$ cat config.mk
export PLATFORM = sky130hd
export DESIGN_NAME = steer_quad_encoder
export DESIGN_NICKNAME = d
export VERILOG_FILES = /design/src/rtl/steer_quad_encoder.sv
export SDC_FILE = /design/constraint.sdc
export NUM_CORES = 1
export LEC_CHECK = 0
export BUFFER_PORTS_ARGS = -buffer_cell sky130_fd_sc_hd__buf_2
export CORE_MARGIN = 2
export CORE_UTILIZATION = 40
export DETAILED_ROUTE_END_ITERATION = 8
export HOLD_SLACK_MARGIN = 0.06
export PLACE_DENSITY_LB_ADDON = 0.1
export REMOVE_ABC_BUFFERS = 1
export SKIP_LAST_GASP = 1
export SYNTH_ARGS = -nofsm -noshare
export SYNTH_HDL_FRONTEND = slang
export SYNTH_SLANG_ARGS = --single-unit
$ cat constraint.sdc
create_clock -name CLK -period 3.6 [get_ports CLK]
set_input_delay 0.18 -clock CLK [delete_from_list [all_inputs] [get_ports CLK]]
set_output_delay 0.18 -clock CLK [all_outputs]
set_load 0.005 [all_outputs]
$ cat src/rtl/steer_quad_encoder.sv
// ---------------------------------------------------------------------------
// steer_quad_encoder
//
// Turns digital left/right steering requests (USB or DB9/DB15 joystick) into
// the 2-bit quadrature pattern the Sprint 2 core expects on its Steer_xA and
// Steer_xB inputs. Holding a direction starts at a slow step rate. The rate
// then speeds up linearly until it reaches a fast limit, so short taps still
// give fine control. Use one instance per player, clocked from the 6 MHz
// video clock domain.
//
// Ports:
//   CLK         in   1  block clock (core 6 MHz)
//   reset       in   1  synchronous, active-high reset (acts even when ce=0)
//   ce          in   1  clock enable; all state holds while low
//   right       in   1  steer-right request, active high
//   left        in   1  steer-left request, active high
//   steer       out  2  quadrature output, [1]=A, [0]=B
//   dir         out  1  current/last direction, 1=right, 0=left
//   moving      out  1  high while the encoder is stepping (RUN state)
//   step_pulse  out  1  one-CLK strobe in the cycle steer shows a new phase
// ---------------------------------------------------------------------------
module steer_quad_encoder #(
    parameter int CW        = 16,
    parameter int DIV_MAX   = 22500,
    parameter int DIV_MIN   = 5625,
    parameter int RAMP_STEP = 1125
) (
    input  logic       CLK,
    input  logic       reset,
    input  logic       ce,
    input  logic       right,
    input  logic       left,
    output logic [1:0] steer,
    output logic       dir,
    output logic       moving,
    output logic       step_pulse
);

    typedef enum logic {
        IDLE,
        RUN
    } state_t;

    localparam logic [CW-1:0] DIV_MAX_W   = CW'(DIV_MAX);
    localparam logic [CW-1:0] DIV_MIN_W   = CW'(DIV_MIN);
    localparam logic [CW:0]   RAMP_STEP_W = (CW+1)'(RAMP_STEP);

    state_t        state_q;
    logic          r_q;
    logic          l_q;
    logic [CW-1:0] cnt_q;
    logic [CW-1:0] period_q;
    logic [1:0]    steer_q;
    logic          dir_q;
    logic          moving_q;
    logic          pulse_q;

    logic          reqRight;
    logic          reqLeft;
    logic [1:0]    steer_d;
    logic [CW:0]   rampDiff;
    logic [CW-1:0] period_d;

    // Requests come from the registered inputs. Pressing both directions
    // cancels out and is treated as no request.
    assign reqRight = r_q & ~l_q;
    assign reqLeft  = l_q & ~r_q;

    // Next Gray-code phase in the current direction. Right walks
    // 00->01->11->10 and left walks the same ring backwards, so each step
    // changes exactly one bit.
    always_comb begin
        steer_d = steer_q;
        case ({dir_q, steer_q})
            3'b1_00: steer_d = 2'b01;
            3'b1_01: steer_d = 2'b11;
            3'b1_11: steer_d = 2'b10;
            3'b1_10: steer_d = 2'b00;
            3'b0_00: steer_d = 2'b10;
            3'b0_10: steer_d = 2'b11;
            3'b0_11: steer_d = 2'b01;
            3'b0_01: steer_d = 2'b00;
        endcase
    end

    // Acceleration: each step shortens the period by RAMP_STEP, down to
    // DIV_MIN. The subtraction uses one extra bit so a large RAMP_STEP shows
    // up as a borrow and cannot wrap to a huge period.
    assign rampDiff = {1'b0, period_q} - RAMP_STEP_W;

    always_comb begin
        period_d = rampDiff[CW-1:0];
        if (rampDiff[CW] || (rampDiff[CW-1:0] < DIV_MIN_W)) begin
            period_d = DIV_MIN_W;
        end
    end

    // Main sequencer. The step strobe is cleared on every edge, ce or not,
    // so it lasts exactly one CLK even when ce runs slower than CLK.
    always_ff @(posedge CLK) begin
        if (reset) begin
            state_q  <= IDLE;
            r_q      <= 1'b0;
            l_q      <= 1'b0;
            cnt_q    <= '0;
            period_q <= DIV_MAX_W;
            steer_q  <= 2'b00;
            dir_q    <= 1'b0;
            moving_q <= 1'b0;
            pulse_q  <= 1'b0;
        end else begin
            pulse_q <= 1'b0;
            if (ce) begin
                r_q <= right;
                l_q <= left;
                case (state_q)
                    IDLE: begin
                        cnt_q    <= '0;
                        period_q <= DIV_MAX_W;
                        if (reqRight || reqLeft) begin
                            state_q  <= RUN;
                            moving_q <= 1'b1;
                            dir_q    <= reqRight;
                        end
                    end
                    RUN: begin
                        if (!reqRight && !reqLeft) begin
                            // Let go: stop here and keep the current phase.
                            state_q  <= IDLE;
                            moving_q <= 1'b0;
                            cnt_q    <= '0;
                            period_q <= DIV_MAX_W;
                        end else if (reqRight != dir_q) begin
                            // Reversal restarts at the slow rate with no step.
                            dir_q    <= reqRight;
                            cnt_q    <= '0;
                            period_q <= DIV_MAX_W;
                        end else if (cnt_q == period_q - 1'b1) begin
                            steer_q  <= steer_d;
                            pulse_q  <= 1'b1;
                            cnt_q    <= '0;
                            period_q <= period_d;
                        end else begin
                            cnt_q <= cnt_q + 1'b1;
                        end
                    end
                    default: begin
                        state_q  <= IDLE;
                        moving_q <= 1'b0;
                    end
                endcase
            end
        end
    end

    assign steer      = steer_q;
    assign dir        = dir_q;
    assign moving     = moving_q;
    assign step_pulse = pulse_q;

endmodule

==> results of run 1 <==
[metrics by stage]
| step | util | setup WS, ns | power, W | cell area [um^2] |
|---|---|---|---|---|
| 2_1_floorplan | - | 0.777 | 0.000514 | 2780 |
| 3_5_place_dp | 0.417 | 0.341 | 0.000543 | 2990 |
| 4_1_cts | 0.430 | 0.311 | 0.000876 | 3090 |
| 3_3_place_gp | 0.417 | 0.424 | 0.000542 | 2990 |
| 6_report | 0.431 | 0.371 | 0.000864 | 3090 |
| 5_1_grt | 0.431 | 0.0980 | 0.000902 | 3090 |
[worst paths after layout]
path / startpoint / end / slack [ns] / cells past startpoint
max: period_q[0] / period_q[6] / 0.37 / 10
min: left / l_q / 0.12 / 3
max reg2reg: period_q[0] / period_q[6] / 0.37 / 10
min reg2reg: moving / moving / 0.48 / 2
[where the power goes]
part / leakage, nW / internal, W / switching (W)
sequential: 0.323 / 0.000447 / 0.00000716
combinational: 0.781 / 0.0000289 / 0.0000485
clock: 0.0434 / 0.000156 / 0.000176
total: 1.15 / 0.000632 / 0.000232
[metal layers]
layer / part of all wire / vias to the layer above
met5: 0 / -
met4: 0.011 / 0
met3: 0.032 / 8
met2: 0.48 / 63
met1: 0.48 / 1316
li1: - / 1388
[flip-flops by register name, indices dropped and copies added (netlist names)]
register / count
cnt_q: 16
period_q: 16
steer: 2
dir: 1
l_q: 1
moving: 1
r_q: 1
state_q: 1
step_pulse: 1
[cell type report]
type	instances	area (um^2)	share of cell area
Clock buffer	6	82.6	0.0267
Multi-Input combinational cell	293	1900	0.616
Sequential cell	40	801	0.259
Clock inverter	2	15.0	0.00486
Timing Repair Buffer	15	90.1	0.0292
Inverter	20	75.1	0.0243
Tap cell	99	124	0.0401
[critical path, cell delays in order (launching register included)]
cell and delay, ns:
dfxtp_1 0.40, inv_1 0.09, ha_1 0.35, nand2b_1 0.18, a2111oi_1 0.46, a211oi_1 0.14, a211oi_1 0.30, o2111a_2 0.37
o21a_1 0.24, nand2_1 0.23, o32a_1 0.35
[cells in the final DEF, fill, tap and decap left out, types with 2 or more instances in the layout]
master      synthesis  routed
o41ai_1             2       2
nor4_4              2       2
buf_4               0       6
nand2b_1            5       5
nand4_1             4       4
and4_1              2       2
nand2_1            30      30
o21ai_1             2       2
o21ai_0            25      25
inv_1              20      20
or4_1               3       3
or3_1               6       6
a211oi_1            7       7
ha_1                7       7
mux2i_1             5       5
nor4_1              5       5
nor2_1             36      36
o21a_1              6       6
a31oi_1            14      14
o2111ai_1           2       2
a21boi_0            4       4
nor2b_1             2       2
or2_2               2       2
a21oi_1            10      10
nand3_1            13      13
clkbuf_8            0       6
a21o_1              3       3
a22oi_1             4       4
o31a_1              3       3
o22a_1             11      11
o22ai_1             3       3
o211ai_1            2       2
clkinvlp_4          0       2
dfxtp_1            40      40
and3_1             12      12
buf_2               6       9
xor2_1             11      11
nor3_1             15      15
a41oi_1             2       2
xnor2_1            11      11
[cells by family (layout without fill, tap and decap cells)]
family / Yosys count / after routing / synth area share
xor+xnor: 22 / 22 / 0.0660
mux: 7 / 7 / 0.0249
buf+inv: 46 / 43 / 0.0746
flops: 40 / 40 / 0.274
fa+ha+maj: 7 / 7 / 0.0300
compound gates: 113 / 113 / 0.272
simple gates: 144 / 144 / 0.258
[what timing repair did]
item                                    4_1_cts  5_1_grt
endpoints found under the setup margin        0        3
hold buffers                                  0        0
endpoints found under the hold margin         0        0
resized for setup                             0        2
==> flow_metrics.env, run 1 <==
export IMPL_outcome="complete, no violations"
export IMPL_tightest_slew_ns=0.570
export IMPL_period_share=0.897
export IMPL_syn_inst=379
export IMPL_cts_path_max_buffers=2
export IMPL_die_h_um=89.4
export IMPL_syn_area_um2=2920
export IMPL_hp_class="in2reg"
export IMPL_busiest_layer="met2"
export IMPL_antennaDiodeCount=0
export IMPL_drt_wl_total_um=7740
export IMPL_place_congestion=0.862
export IMPL_power_density_nw_per_um2=280
export IMPL_ys_async_sr_fraction=0
export IMPL_core_um2=7180
export IMPL_groute_layer_met1_usage=0.290
export IMPL_antenna_found_initial=0
export IMPL_stdcell_count=475
export IMPL_crit_arrival_ns=3.42
export IMPL_synth_edf_count=0
export IMPL_yosys_most_used_dff="dfxtp_1"
export IMPL_port_buffers=9
export IMPL_synth_most_common_cell="dfxtp_1"
export IMPL_grt_first_pass_wirelength_um=12600
export IMPL_drc=0
export IMPL_p_leak_nw=1.15
export IMPL_grt_pass1_vias=2404
export IMPL_use_met3=0.0277
export IMPL_fin_skew_ns=0.00713
export IMPL_drt_initial_drc_count=233
export IMPL_globalRouteTotalUtil=0.205
export IMPL_vias_per_cell=5.84
export IMPL_synth_seq_cells=40
export IMPL_first_pass_iters=5
export IMPL_ys_types=61
export IMPL_end_kind="register"
export IMPL_cts_setup_buffers=0
export IMPL_synthTopCellsByCount="dfxtp_1, nor2_1, nand2_1"
export IMPL_nets=387
export IMPL_initial_core_util=0.407
export IMPL_fp_dieW_um=89.4
export IMPL_cts_buffers=5
export IMPL_post_route_min_period_ns=3.23
export IMPL_crit_type="reg2reg"
export IMPL_grt_max_degree=19
export IMPL_hold_ws_ns=0.116
export IMPL_hpwl_um=5790
export IMPL_grtUsageMet2=0.329
export IMPL_ant_nets=0
export IMPL_ys_warn_count=0
export IMPL_vias=2775
export IMPL_worst_path_max_fanout=10
export IMPL_cts_sinks=40
export IMPL_synth_top_area_frac=0.274
export IMPL_finalMaxSlewViolations=0
export IMPL_synthTopCellsByArea="dfxtp_1, nor2_1, o21ai_0"
export IMPL_maxCapViolCount=0
export IMPL_tns_ns=0
export IMPL_worstPathRequired_ns=3.79
export IMPL_critPathLaunchType="register"
export IMPL_overflow=0
export IMPL_drive_above_1_share=0.0851
export IMPL_ios=10
export IMPL_rows=31
export IMPL_clk_pin_slew_ns=0.09
export IMPL_synth_seq_area_share=0.274
export IMPL_cts_root_buf="clkbuf_8"
export IMPL_post_drt_wl_per_cell_um=16.3
export IMPL_hold_viol_final=0
export IMPL_syn_to_final_growth_pct=5.87
export IMPL_synth_area_per_cell_um2=7.70
export IMPL_setup_viol=0
export IMPL_die_area_um2=7990
export IMPL_relSlewSlack=0.616
export IMPL_yosys_area_top_type="dfxtp_1"
export IMPL_fillers=725
export IMPL_dp_cells=467
export IMPL_clkLatencyLatePin_ns=0.30
export IMPL_rsz0062_at_grt="false"
export IMPL_cts_tree="done"
export IMPL_htree_num_levels=2
export IMPL_fmax_mhz=310
export IMPL_vdd_drop_max_v=0.000185
Power figures use the tool's default switching activity.
==> run 2, diff against run 1 <==
- REMOVE_ABC_BUFFERS: 1 -> unset
==> flow_metrics.env, run 2 (synthesized netlist as in run 1, its figures left out) <==
export IMPL_p_leak_nw=1.16
export IMPL_htree_num_levels=2
export IMPL_overflow=0
export IMPL_clk_pin_slew_ns=0.09
export IMPL_multi_input_area_um2=1900
export IMPL_drt_initial_drc_count=168
export IMPL_drt_wl_total_um=7780
export IMPL_syn_to_final_growth_pct=6.48
export IMPL_nets=387
export IMPL_post_route_min_period_ns=3.21
export IMPL_final_common_cell="dfxtp_1"
export IMPL_finalMaxSlewViolations=0
export IMPL_p_total_w=0.000926
export IMPL_grt_max_degree=19
export IMPL_min_delay_path_depth=3
export IMPL_hp_class="in2reg"
export IMPL_fin_skew_ns=0.00912
export IMPL_rr_worst_depth=10
export IMPL_end_kind="register"
export IMPL_relSlewSlack=0.667
export IMPL_maxCapViolCount=0
export IMPL_outcome="complete, no violations"
export IMPL_crit_arrival_ns=3.41
export IMPL_port_buffers=9
export IMPL_vias=2772
export IMPL_ff_latch_area_um2=801
export IMPL_initial_core_util=0.407
export IMPL_hpwl_um=5920
export IMPL_synth_nets=391
export IMPL_cts_tree="done"
export IMPL_ios=10
export IMPL_pre_cts_slack_ns=0.386
export IMPL_vdd_drop_max_v=0.000174
export IMPL_worst_slack_ns=0.395
export IMPL_critPathLaunchType="register"
export IMPL_cts_hold_buf=0
export IMPL_rsz0062_at_grt="false"
export IMPL_place_congestion=0.901
export IMPL_die_h_um=89.4
export IMPL_crit_type="reg2reg"
export IMPL_grt_pass1_vias=2465
export IMPL_grt_first_pass_wirelength_um=12800
export IMPL_post_drt_wl_per_cell_um=16.4
export IMPL_setup_viol=0
export IMPL_hold_viol_final=0
export IMPL_rows=31
export IMPL_layout_common_cells="dfxtp_1, nor2_1, nand2_1"
export IMPL_die_area_um2=7990
export IMPL_period_share=0.890
export IMPL_drive_above_1_share=0.0851
export IMPL_globalRouteTotalUtil=0.209
export IMPL_ant_nets=0
export IMPL_first_pass_iters=5
export IMPL_cts_setup_buffers=0
export IMPL_antennaDiodeCount=0
export IMPL_cts_path_max_buffers=2
export IMPL_worst_path_max_fanout=10
export IMPL_cts_sinks=40
export IMPL_power_density_nw_per_um2=298
export IMPL_fmax_mhz=312
export IMPL_antenna_found_initial=0
export IMPL_worstPathRequired_ns=3.80
export IMPL_drc=0
export IMPL_vias_per_cell=5.84
export IMPL_tns_ns=0
export IMPL_core_um2=7180
export IMPL_fp_dieW_um=89.4
export IMPL_fillers=744
export IMPL_cts_buffers=5
export IMPL_clkLatencyLatePin_ns=0.30
export IMPL_tightest_slew_ns=0.497
export IMPL_cts_root_buf="clkbuf_8"
export IMPL_post_cts_resized=0
run 2: changes by cell type in the layout (fill, tap and decap cells not counted):
cell / change
clkinv_4: +2
clkbuf_8: -1
a2111oi_1: -1
clkinvlp_4: -2
a2111oi_0: +1
bufinv_16: +1
run 2: through the flow:
step,instances,hold slack (ns),utilization,instance area (um^2)
2_1_floorplan,379,0.327,-,2920
3_3_place_gp,467,0.426,0.417,2990
3_5_place_dp,467,0.430,0.417,2990
4_1_cts,475,0.111,0.433,3110
5_1_grt,475,0.146,0.433,3110
6_report,475,0.112,0.433,3110
run 2: layer usage:
| metal | vias up | part of all wire | track usage |
|---|---|---|---|
| li1 | 1385 | - | - |
| met2 | 69 | 0.47 | 0.340 |
| met3 | 12 | 0.038 | 0.0305 |
| met1 | 1306 | 0.48 | 0.289 |
| met4 | 0 | 0.012 | 0.0543 |
| met5 | - | 0 | 0 |
run 2: report_power, final:
group	total, W	internal, W	switching [W]
sequential	0.000455	0.000447	0.00000725
clock	0.000393	0.000209	0.000184
combinational	0.0000780	0.0000288	0.0000491
run 2: cell type report:
| class | count | area share |
|---|---|---|
| Multi-Input combinational cell | 293 | 0.612 |
| Sequential cell | 40 | 0.258 |
| Tap cell | 99 | 0.0399 |
| Timing Repair Buffer | 15 | 0.0290 |
| Inverter | 20 | 0.0242 |
| Clock buffer | 5 | 0.0222 |
| Clock inverter | 3 | 0.0153 |
run 2: path summary, 6_finish.rpt:
path / start / endpoint / slack [ns]
worst min-delay path: left / l_q / 0.11
worst max register to register: period_q[0] / period_q[6] / 0.39
worst max-delay path: period_q[0] / period_q[6] / 0.39
worst min register to register: moving / moving / 0.48
run 2: worst max-delay path, stage by stage, from the launching register on:
cell       delay (ns)
dfxtp_1          0.40
inv_1            0.09
ha_1             0.36
nand2b_1         0.18
a2111oi_0        0.47
a211oi_1         0.15
a211oi_1         0.30
o2111a_2         0.36
o21a_1           0.22
nand2_1          0.22
o32a_1           0.35
